### config.mk
export PLATFORM = sky130hd
export DESIGN_NAME = cdcfifo_wr_arbiter
export DESIGN_NICKNAME = d
export VERILOG_FILES = /design/src/rtl/cdcfifo_wr_arbiter.sv
export SDC_FILE = /design/constraint.sdc
export NUM_CORES = 1
export LEC_CHECK = 0
export BUFFER_PORTS_ARGS = -buffer_cell sky130_fd_sc_hd__buf_2
export CAP_MARGIN = 20
export CORE_MARGIN = 2
export CORE_UTILIZATION = 48
export DETAILED_ROUTE_END_ITERATION = 10
export PLACE_DENSITY = 0.87
export SKIP_CTS_REPAIR_TIMING = 1
export SLEW_MARGIN = 10
export SYNTH_ARGS = -nofsm -noshare
export SYNTH_HDL_FRONTEND = slang
export SYNTH_SLANG_ARGS = --single-unit
### constraint.sdc
create_clock -name wrclk -period 2.3 [get_ports wrclk]
set_input_delay 0.23 -clock wrclk [delete_from_list [all_inputs] [get_ports wrclk]]
set_output_delay 0.23 -clock wrclk [all_outputs]
set_load 0.005 [all_outputs]
### src/rtl/cdcfifo_wr_arbiter.sv
// Round-robin arbiter sharing one cdcfifo write port among NUM_REQ
// valid/ready requesters, with bounded bursts and a bubble between grants.
module cdcfifo_wr_arbiter #(
    parameter int NUM_REQ    = 4,
    parameter int FIFO_WIDTH = 8,
    parameter int MAX_BURST  = 4
) (
    input  logic                          wrclk,
    input  logic                          rst,
    input  logic [NUM_REQ-1:0]            reqValid,
    input  logic [NUM_REQ*FIFO_WIDTH-1:0] reqData,
    output logic [NUM_REQ-1:0]            reqReady,
    output logic                          writeValid,
    output logic [FIFO_WIDTH-1:0]         writeData,
    input  logic                          writeReady,
    output logic                          grantValid,
    output logic [2:0]                    grantId,
    output logic [15:0]                   xferCount
);

    typedef enum logic {
        IDLE,
        GRANT
    } state_t;

    state_t                r_state;
    state_t                w_next;
    logic [2:0]            r_grantId;
    logic [2:0]            r_lastGrant;
    logic [7:0]            r_beatCnt;
    logic [15:0]           r_xferCount;
    logic [2:0]            w_pick;
    logic                  w_found;
    logic                  w_selValid;
    logic [FIFO_WIDTH-1:0] w_selData;
    logic                  w_xfer;
    logic                  w_release;

    // Lowest index above lastGrant wins; otherwise wrap to the lowest index.
    always_comb begin
        w_found = 1'b0;
        w_pick  = '0;
        for (int i = NUM_REQ - 1; i >= 0; i--) begin
            if (reqValid[i] && (3'(i) <= r_lastGrant)) begin
                w_found = 1'b1;
                w_pick  = 3'(i);
            end
        end
        for (int i = NUM_REQ - 1; i >= 0; i--) begin
            if (reqValid[i] && (3'(i) > r_lastGrant)) begin
                w_found = 1'b1;
                w_pick  = 3'(i);
            end
        end
    end

    always_comb begin
        w_selValid = 1'b0;
        w_selData  = '0;
        for (int i = 0; i < NUM_REQ; i++) begin
            if (r_grantId == 3'(i)) begin
                w_selValid = reqValid[i];
                w_selData  = reqData[i*FIFO_WIDTH +: FIFO_WIDTH];
            end
        end
    end

    always_comb begin
        w_next     = r_state;
        writeValid = 1'b0;
        writeData  = '0;
        reqReady   = '0;
        w_xfer     = 1'b0;
        w_release  = 1'b0;
        case (r_state)
            IDLE: begin
                if (w_found) begin
                    w_next = GRANT;
                end
            end
            GRANT: begin
                writeValid = w_selValid;
                writeData  = w_selData;
                for (int i = 0; i < NUM_REQ; i++) begin
                    reqReady[i] = (r_grantId == 3'(i)) && writeReady;
                end
                w_xfer    = w_selValid && writeReady;
                w_release = !w_selValid ||
                            (w_xfer && (r_beatCnt == 8'(MAX_BURST - 1)));
                if (w_release) begin
                    w_next = IDLE;
                end
            end
            default: w_next = IDLE;
        endcase
    end

    always_ff @(posedge wrclk) begin
        if (rst) begin
            r_state     <= IDLE;
            r_grantId   <= '0;
            r_lastGrant <= 3'(NUM_REQ - 1);
            r_beatCnt   <= '0;
            r_xferCount <= '0;
        end else begin
            r_state <= w_next;
            if ((r_state == IDLE) && w_found) begin
                r_grantId <= w_pick;
                r_beatCnt <= '0;
            end
            if (w_xfer) begin
                r_beatCnt   <= r_beatCnt + 8'd1;
                r_xferCount <= r_xferCount + 16'd1;
            end
            // grantId reads as zero whenever no grant is held
            if (w_release) begin
                r_lastGrant <= r_grantId;
                r_grantId   <= '0;
            end
        end
    end

    assign grantValid = (r_state == GRANT);
    assign grantId    = r_grantId;
    assign xferCount  = r_xferCount;

endmodule

==> results of run 1 <==
[area by class of cell]
cell class	count	area, sq um	area share
Sequential cell	29	581	0.256
Clock inverter	1	5.00	0.00220
Timing Repair Buffer	75	388	0.171
Tap cell	48	60.1	0.0264
Clock buffer	7	96.3	0.0424
Multi-Input combinational cell	159	1110	0.491
Inverter	7	26.3	0.0116
[state kept, by name, summed over array words and instances, names as in the netlist]
register	flops
r_beatCnt	8
xferCount	16
grantValid	1
r_lastGrant	2
grantId	2
[kinds of logic after synthesis]
| logic type | count (synthesis) | synth area share |
|---|---|---|
| other | 1 | 0.00207 |
| adders and majority gates | 2 | 0.0138 |
| buffers and inverters | 24 | 0.0649 |
| AOI/OAI and AO/OA | 53 | 0.190 |
| and+or+nand+nor | 90 | 0.275 |
| DFF | 29 | 0.320 |
| muxes | 12 | 0.129 |
| xor gates and xnor gates | 1 | 0.00483 |
[report_power, final]
group | total [mW] | switching, mW | leakage (nW) | internal (mW)
clock network | 0.458 | 0.189 | 0.0542 | 0.270
logic | 0.232 | 0.109 | 0.617 | 0.123
registers | 0.534 | 0.0189 | 0.235 | 0.515
total | 1.22 | 0.316 | 0.906 | 0.908
[worst max-delay path: cells and delay by family (launching register included)]
family / cells / cell delay, ns
buffers and inverters: 2 / 0.37
DFF: 1 / 0.40
muxes: 1 / 0.52
and+or+nand+nor: 1 / 0.16
[cells in the final DEF, fill, tap and decap left out, drive strengths merged, types with 2 or more instances in the layout]
master	n
o21ai	6
dfxtp	29
inv	7
nor2b	2
nand4	4
clkbuf	7
mux2i	2
o31ai	9
nand3	18
or3	8
and2	12
a211oi	2
nand2	14
mux4	9
ha	2
a21oi	18
nor4	2
or4	9
buf	75
a31oi	5
and4	2
or2	3
nor2	11
o22ai	3
a311oi	2
[Yosys cell counts, types with 3 or more instances]
cell type,instances,area [sq um]
a21oi_1,18,90.1
a31oi_1,5,31.3
and2_1,12,75.1
buf_2,4,20.0
clkbuf_1,8,30.0
dfxtp_1,29,581
inv_1,7,26.3
mux4_2,9,203
nand2_1,14,52.6
nand3_1,18,90.1
nand4_1,4,25.0
nor2_1,11,41.3
o21ai_0,6,30.0
o22ai_1,3,18.8
o31ai_1,9,67.6
or2_2,3,18.8
or3_1,8,50.1
or4_1,9,67.6
[routing by layer]
metal	up-vias	wire length, um	GRT usage
li1	938	-	-
met1	888	1930	0.251
met2	42	2270	0.376
met3	8	190	0.0668
met4	0	79	0.0859
met5	-	0	0
[worst paths after layout]
path	endpoint	depth (start not counted)	slack (ns)
hold reg to reg	r_beatCnt[7]$_SDFFE_PP0P_	1	0.48
setup / recovery	writeData[5]	4	0.35
hold / removal	grantId[1]$_SDFFE_PP0P_	4	0.35
setup reg to reg	xferCount[9]$_SDFFE_PP0P_	5	0.36
==> flow_metrics.env, run 1 <==
export IMPL_worst_setup_path_type="register to output pin"
export IMPL_final_area_sq_um=2270
export IMPL_yosysWarnings=0
export IMPL_synth_distinct_cells=44
export IMPL_grt_overflow=0
export IMPL_antenna_left=0
export IMPL_hold_path_class="primary input to register"
export IMPL_grt_pass1_wl_mm=7.28
export IMPL_grt_pass1_vias=1718
export IMPL_crit_fanout=10
export IMPL_vias=1876
export IMPL_cp_slowest_cell="mux4_2"
export IMPL_setup_tns_final_ns=0
export IMPL_via_per_inst=5.75
export IMPL_cp_start_kind="register"
export IMPL_seq_area_frac_synth=0.320
export IMPL_insertion_delay_ns=0.28
export IMPL_required_ns=2.07
export IMPL_power_density_nw_per_um2=539
export IMPL_numCtsBuffers=5
export IMPL_synth_seq_cells=29
export IMPL_ir_drop_v=0.000278
export IMPL_start_util=0.499
export IMPL_synth_edf_count=0
export IMPL_critPathMaxStageDelay_ns=0.52
export IMPL_die_h_um=65.5
export IMPL_n_fill_cell=329
export IMPL_crit_arrival_ns=1.72
export IMPL_n_antenna_cell=0
export IMPL_whs_ns=0.350
export IMPL_skew_ns=0.00722
export IMPL_clockBufferDepth=2
export IMPL_syn_area_sq_um=1810
export IMPL_first_pass_iters=4
export IMPL_drc_errors=0
export IMPL_area_growth_pct=25.3
export IMPL_routed_wl_mm=4.47
export IMPL_grt_total_usage=0.218
export IMPL_core_area_sq_um=3630
export IMPL_rsz0062_at_grt="false"
export IMPL_timing_final_crit_share=0.850
export IMPL_critPathLaunch="grantId[0]$_SDFFE_PP0P_"
export IMPL_io_buffers=70
export IMPL_max_freq_ghz=0.512
export IMPL_worstMarginPinSlew_ns=0.554
export IMPL_status="complete, no violations"
export IMPL_cts_tree="built"
export IMPL_drtIter0Drc=130
export IMPL_stdcell_count=326
export IMPL_synth_ff_type="dfxtp_1"
export IMPL_ios=72
export IMPL_async_flop_share=0
export IMPL_grt_max_degree=40
export IMPL_avgSynthCellArea_sq_um=8.55
export IMPL_fin_util=0.625
export IMPL_relSlewSlack=0.630
export IMPL_dp_slack_ns=0.398
export IMPL_place_inst=318
export IMPL_cts_root_buf="clkbuf_8"
export IMPL_fin_nets=318
export IMPL_setup_violations=0
export IMPL_cts_sinks=29
export IMPL_placed_area_sq_um=2170
export IMPL_wl_per_cell_um=13.7
export IMPL_placementRows=22
export IMPL_syn_inst=212
export IMPL_detailed_place_hpwl_mm=3.24
export IMPL_hold_violations=0
export IMPL_crit_chain="buf_4, mux4_2, and2_1, buf_2"
export IMPL_die_width_um=65.5
export IMPL_clk_pin_slew_ns=0.06
export IMPL_place_congestion=0.830
export IMPL_drv_cap=0
export IMPL_crit_path_end_kind="output pin"
export IMPL_die_area_sq_um=4280
export IMPL_antenna_found_initial=0
export IMPL_worstHoldStart="reqValid[1]"
export IMPL_post_route_min_period_ns=1.95
export IMPL_slew_violations=0
export IMPL_drive_above_1_share=0.349
export IMPL_fin_ws_ns=0.345
export IMPL_reg2reg_from="grantValid$_SDFF_PP0_"
export IMPL_synth_nets=253
export IMPL_p_leak_nw=0.906
export IMPL_h_tree_depth=2
export IMPL_power_total_mw=1.22
No activity file was read; power rests on OpenSTA's default activity.
==> inputs of run 2 (changes only) <==
==> constraint.sdc (replaced) <==
create_clock -name wrclk -period 1.8 [get_ports wrclk]
set_input_delay 0.18 -clock wrclk [delete_from_list [all_inputs] [get_ports wrclk]]
set_output_delay 0.18 -clock wrclk [all_outputs]
set_load 0.005 [all_outputs]
==> flow_metrics.env, run 2 (same netlist as run 1, synthesis figures left out) <==
export IMPL_final_common_cell="buf_2"
export IMPL_power_density_nw_per_um2=718
export IMPL_reg2reg_slack_ns=0.10
export IMPL_grt_pass1_wl_mm=7.58
export IMPL_whs_ns=0.300
export IMPL_die_area_sq_um=4280
export IMPL_wl_per_cell_um=13.8
export IMPL_crit_chain="clkbuf_16, mux4_2, and2_1, buf_2"
export IMPL_placed_area_sq_um=2210
export IMPL_antenna_left=0
export IMPL_power_total_mw=1.71
export IMPL_hold_violations=0
export IMPL_routed_wl_mm=4.56
export IMPL_cts_sinks=29
export IMPL_cp_slowest_cell="mux4_2"
export IMPL_numCtsBuffers=5
export IMPL_insertion_delay_ns=0.28
export IMPL_mostFrequentLayoutCells="buf_2, dfxtp_1, nand3_1, a21oi_1, nand2_1"
export IMPL_first_pass_iters=4
export IMPL_clockBufferDepth=2
export IMPL_required_ns=1.62
export IMPL_drc_errors=0
export IMPL_antenna_found_initial=0
export IMPL_die_h_um=65.5
export IMPL_p_int_mw=1.30
export IMPL_r2r_end="xferCount[13]$_SDFFE_PP0P_"
export IMPL_largest_reg_flops=16
export IMPL_fin_nets=323
export IMPL_n_fill_cell=308
export IMPL_relSlewSlack=0.658
export IMPL_p_seq_frac=0.400
export IMPL_drive_above_1_share=0.371
export IMPL_multi_input_area_sq_um=1120
export IMPL_seq_area_sq_um=588
export IMPL_hold_path_class="primary input to register"
export IMPL_timing_final_crit_share=0.979
export IMPL_p_comb_frac=0.196
export IMPL_start_util=0.499
export IMPL_core_area_sq_um=3630
export IMPL_n_antenna_cell=0
export IMPL_area_growth_pct=31.2
export IMPL_crit_fanout=7
export IMPL_slew_violations=0
export IMPL_clock_power_share=0.404
export IMPL_final_area_sq_um=2380
export IMPL_clk_pin_slew_ns=0.06
export IMPL_skew_ns=0.00365
export IMPL_max_freq_ghz=0.568
export IMPL_cp_start_kind="register"
export IMPL_grt_max_degree=40
export IMPL_cp_top_family="multiplexers"
export IMPL_ios=72
export IMPL_cts_tree="built"
export IMPL_critPathMaxStageDelay_ns=0.47
export IMPL_detailed_place_hpwl_mm=3.25
export IMPL_status="complete, no violations"
export IMPL_reg2reg_from="grantId[0]$_SDFFE_PP0P_"
export IMPL_drv_cap=0
export IMPL_via_per_inst=5.73
export IMPL_cts_root_buf="clkbuf_8"
export IMPL_worstMarginPinSlew_ns=0.513
export IMPL_reg2regPathDepth=5
export IMPL_h_tree_depth=2
export IMPL_switching_power_mw=0.410
export IMPL_placementRows=22
export IMPL_io_buffers=70
export IMPL_netSwitchingFraction=0.240
export IMPL_worst_setup_path_type="register to output pin"
export IMPL_vias=1896
export IMPL_fin_util=0.655
export IMPL_post_route_min_period_ns=1.76
export IMPL_crit_path_end_kind="output pin"
export IMPL_hold_path_end="grantId[1]$_SDFFE_PP0P_"
export IMPL_drtIter0Drc=106
export IMPL_grt_total_usage=0.226
export IMPL_grt_overflow=0
export IMPL_place_congestion=0.852
export IMPL_crit_arrival_ns=1.58
export IMPL_setup_violations=0
export IMPL_worstHoldStart="reqValid[1]"
export IMPL_crit_buf_inv=2
export IMPL_hold_depth=4
export IMPL_die_width_um=65.5
export IMPL_grt_pass1_vias=1741
export IMPL_ir_drop_v=0.000555
export IMPL_p_leak_nw=0.954
-- run 2: changes by cell type in the layout (fill, tap and decap cells not counted), sizes merged --
| cell | change |
|---|---|
| bufinv | +1 |
| clkbuf | +1 |
| buf | +4 |
| clkinv | -1 |
-- run 2: layout make-up --
class                           instances  share of cell area
Clock buffer                            7              0.0363
Inverter                                7              0.0110
Timing Repair Buffer                   80               0.197
Multi-Input combinational cell        159               0.471
Sequential cell                        29               0.247
Clock inverter                          1              0.0126
Tap cell                               48              0.0252
-- run 2: worst max path at each step --
stage	end	startpoint	cells past startpoint
3_5_place_dp	grantId[0]$_SDFFE_PP0P_	grantId[0]$_SDFFE_PP0P_	5
2_1_floorplan	xferCount[10]$_SDFFE_PP0P_	grantValid$_SDFF_PP0_	6
3_3_place_gp	xferCount[15]$_SDFFE_PP0P_	grantId[1]$_SDFFE_PP0P_	5
5_1_grt	writeData[2]	grantId[0]$_SDFFE_PP0P_	4
4_1_cts	writeData[1]	grantId[0]$_SDFFE_PP0P_	4
6_report	writeData[3]	grantId[0]$_SDFFE_PP0P_	4
-- run 2: routing by layer --
metal	wire length, um	track usage	vias up
li1	-	-	944
met1	1890	0.268	898
met2	2390	0.390	42
met3	161	0.0479	12
met4	114	0.102	0
met5	0	0	-
-- run 2: power by group through the flow --
stage / Sequential [mW] / Combinational [mW] / Clock (mW)
after CTS: 0.679 / 0.313 / 0.701
after detailed placement: 0.693 / 0.312 / 0
after global placement: 0.692 / 0.305 / 0
after global routing: 0.686 / 0.367 / 0.729
after floorplan: 0.687 / 0.203 / 0
final: 0.683 / 0.335 / 0.690
-- run 2: per-stage QoR --
stage / instances / worst slack [ns] / setup TNS [ns]
finish: 331 / 0.0381 / 0
floorplan: 212 / 0.147 / 0
detailed placement: 322 / 0.0144 / 0
CTS: 330 / -0.158 / -1.06
global placement: 322 / 0.105 / 0
global route: 331 / -0.00187 / -0.00187
-- run 2: tightest hold or removal path, cell delays in order --
cell and delay [ns]:
buf_2 0.15, nand2_1 0.06, o2111ai_1 0.07, a211oi_1 0.07
==> inputs of run 3 (changes only) <==
--- a/config.mk
+++ b/config.mk
@@ -8,9 +8,9 @@
 export BUFFER_PORTS_ARGS = -buffer_cell sky130_fd_sc_hd__buf_2
 export CAP_MARGIN = 20
 export CORE_MARGIN = 2
-export CORE_UTILIZATION = 48
+export CORE_UTILIZATION = 52
 export DETAILED_ROUTE_END_ITERATION = 10
-export PLACE_DENSITY = 0.87
+export PLACE_DENSITY = 0.93
 export SKIP_CTS_REPAIR_TIMING = 1
 export SLEW_MARGIN = 10
 export SYNTH_ARGS = -nofsm -noshare
==> constraint.sdc (replaced) <==
create_clock -name wrclk -period 2.05 [get_ports wrclk]
set_input_delay 0.205 -clock wrclk [delete_from_list [all_inputs] [get_ports wrclk]]
set_output_delay 0.205 -clock wrclk [all_outputs]
set_load 0.005 [all_outputs]
==> flow_metrics.env, run 3 (same netlist as run 1, synthesis figures left out) <==
export IMPL_slew_violations=0
export IMPL_numCtsBuffers=5
export IMPL_cts_tree="built"
export IMPL_power_density_nw_per_um2=531
export IMPL_max_freq_ghz=0.513
export IMPL_h_tree_depth=2
export IMPL_reg2reg_slack_ns=0.24
export IMPL_antenna_found_initial=0
export IMPL_drtIter0Drc=150
export IMPL_crit_fanout=12
export IMPL_insertion_delay_ns=0.33
export IMPL_antenna_left=0
export IMPL_skew_ns=0.00928
export IMPL_worstMarginPinSlew_ns=0.530
export IMPL_mostFrequentLayoutCells="buf_2, dfxtp_1, nand3_1, a21oi_1, nand2_1"
export IMPL_rsz0062_at_grt="false"
export IMPL_area_growth_pct=23.3
export IMPL_grt_overflow=0
export IMPL_relSlewSlack=0.647
export IMPL_grt_total_usage=0.233
export IMPL_placementRows=21
export IMPL_drc_errors=0
export IMPL_cp_start_kind="register"
export IMPL_crit_arrival_ns=1.74
export IMPL_routed_wl_mm=4.48
export IMPL_setup_tns_final_ns=0
export IMPL_via_per_inst=5.84
export IMPL_n_antenna_cell=0
export IMPL_timing_final_crit_share=0.950
export IMPL_hold_violations=0
export IMPL_largest_reg_flops=16
export IMPL_post_route_min_period_ns=1.95
export IMPL_io_buffers=70
export IMPL_clockBufferDepth=2
export IMPL_power_total_mw=1.19
export IMPL_core_area_sq_um=3340
export IMPL_die_area_sq_um=3970
export IMPL_place_congestion=0.870
export IMPL_hold_path_class="primary input to register"
export IMPL_grt_pass1_vias=1666
export IMPL_die_h_um=63.0
export IMPL_n_fill_cell=273
export IMPL_cts_root_buf="clkbuf_4"
export IMPL_place_inst=317
export IMPL_drive_above_1_share=0.341
export IMPL_detailed_place_hpwl_mm=3.31
export IMPL_crit_path_end_kind="output pin"
export IMPL_worst_setup_path_type="register to output pin"
export IMPL_p_leak_nw=0.889
export IMPL_ios=72
export IMPL_ir_drop_v=0.000350
export IMPL_die_width_um=63.0
export IMPL_final_common_cell="buf_2"
export IMPL_grt_max_degree=40
export IMPL_start_util=0.543
export IMPL_whs_ns=0.283
export IMPL_status="complete, no violations"
export IMPL_required_ns=1.85
export IMPL_setup_violations=0
export IMPL_wl_per_cell_um=13.8
export IMPL_grt_pass1_wl_mm=7.30
export IMPL_drv_cap=0
export IMPL_stdcell_count=325
export IMPL_cts_sinks=29
export IMPL_vias=1897
export IMPL_clk_pin_slew_ns=0.08
export IMPL_fin_nets=319
export IMPL_first_pass_iters=7
==> run 3: changes by cell type in the layout (fill, tap and decap cells not counted) <==
cell,previous run,this run
and2_1,10,12
dfxtp_1,27,29
clkbuf_16,1,0
clkbuf_1,1,3
bufinv_16,1,0
buf_4,7,5
clkbuf_4,0,5
buf_12,2,1
clkbuf_8,6,0
dfxtp_4,2,0
and2_4,2,0
==> run 3: routing by layer <==
metal | vias up | part of all wire | global-route usage
li1 | 941 | - | -
met1 | 911 | 0.44 | 0.274
met2 | 38 | 0.51 | 0.392
met3 | 7 | 0.037 | 0.0667
met4 | 0 | 0.017 | 0.103
met5 | - | 0 | 0
==> run 3: critical path: stages (launching register included) <==
cell	delay [ns]
dfxtp_1	0.36
buf_4	0.24
mux4_2	0.52
and2_1	0.18
buf_2	0.12
==> run 3: area by class of cell <==
class                           instances  area [sq um]  share of cell area
Inverter                                7          26.3              0.0118
Multi-Input combinational cell        159          1110               0.499
Tap cell                               46          57.6              0.0257
Sequential cell                        29           581               0.260
Clock buffer                            8          48.8              0.0218
Timing Repair Buffer                   76           408               0.182
==> run 3: stage by stage <==
stage                util  area [sq um]  setup WS, ns
CTS                 0.670          2240        0.0862
floorplan               -          1810         0.397
finish              0.670          2240         0.102
global route        0.670          2240        0.0140
global placement    0.655          2190         0.354
detailed placement  0.655          2190         0.259
==> run 3: path summary, 6_finish.rpt <==
kind,cells past startpoint,start,end
worst min register to register,1,r_beatCnt[7]$_SDFFE_PP0P_,r_beatCnt[7]$_SDFFE_PP0P_
worst min-delay path,4,reqValid[1],grantId[1]$_SDFFE_PP0P_
worst max-delay path,4,grantId[0]$_SDFFE_PP0P_,writeData[6]
worst max register to register,5,grantId[1]$_SDFFE_PP0P_,xferCount[14]$_SDFFE_PP0P_
==> run 3: where the power goes <==
part	total [mW]	internal [mW]	leakage, nW	switching [mW]
Clock	0.321	0.136	0.0265	0.184
Sequential	0.594	0.577	0.235	0.0166
Combinational	0.273	0.145	0.628	0.128
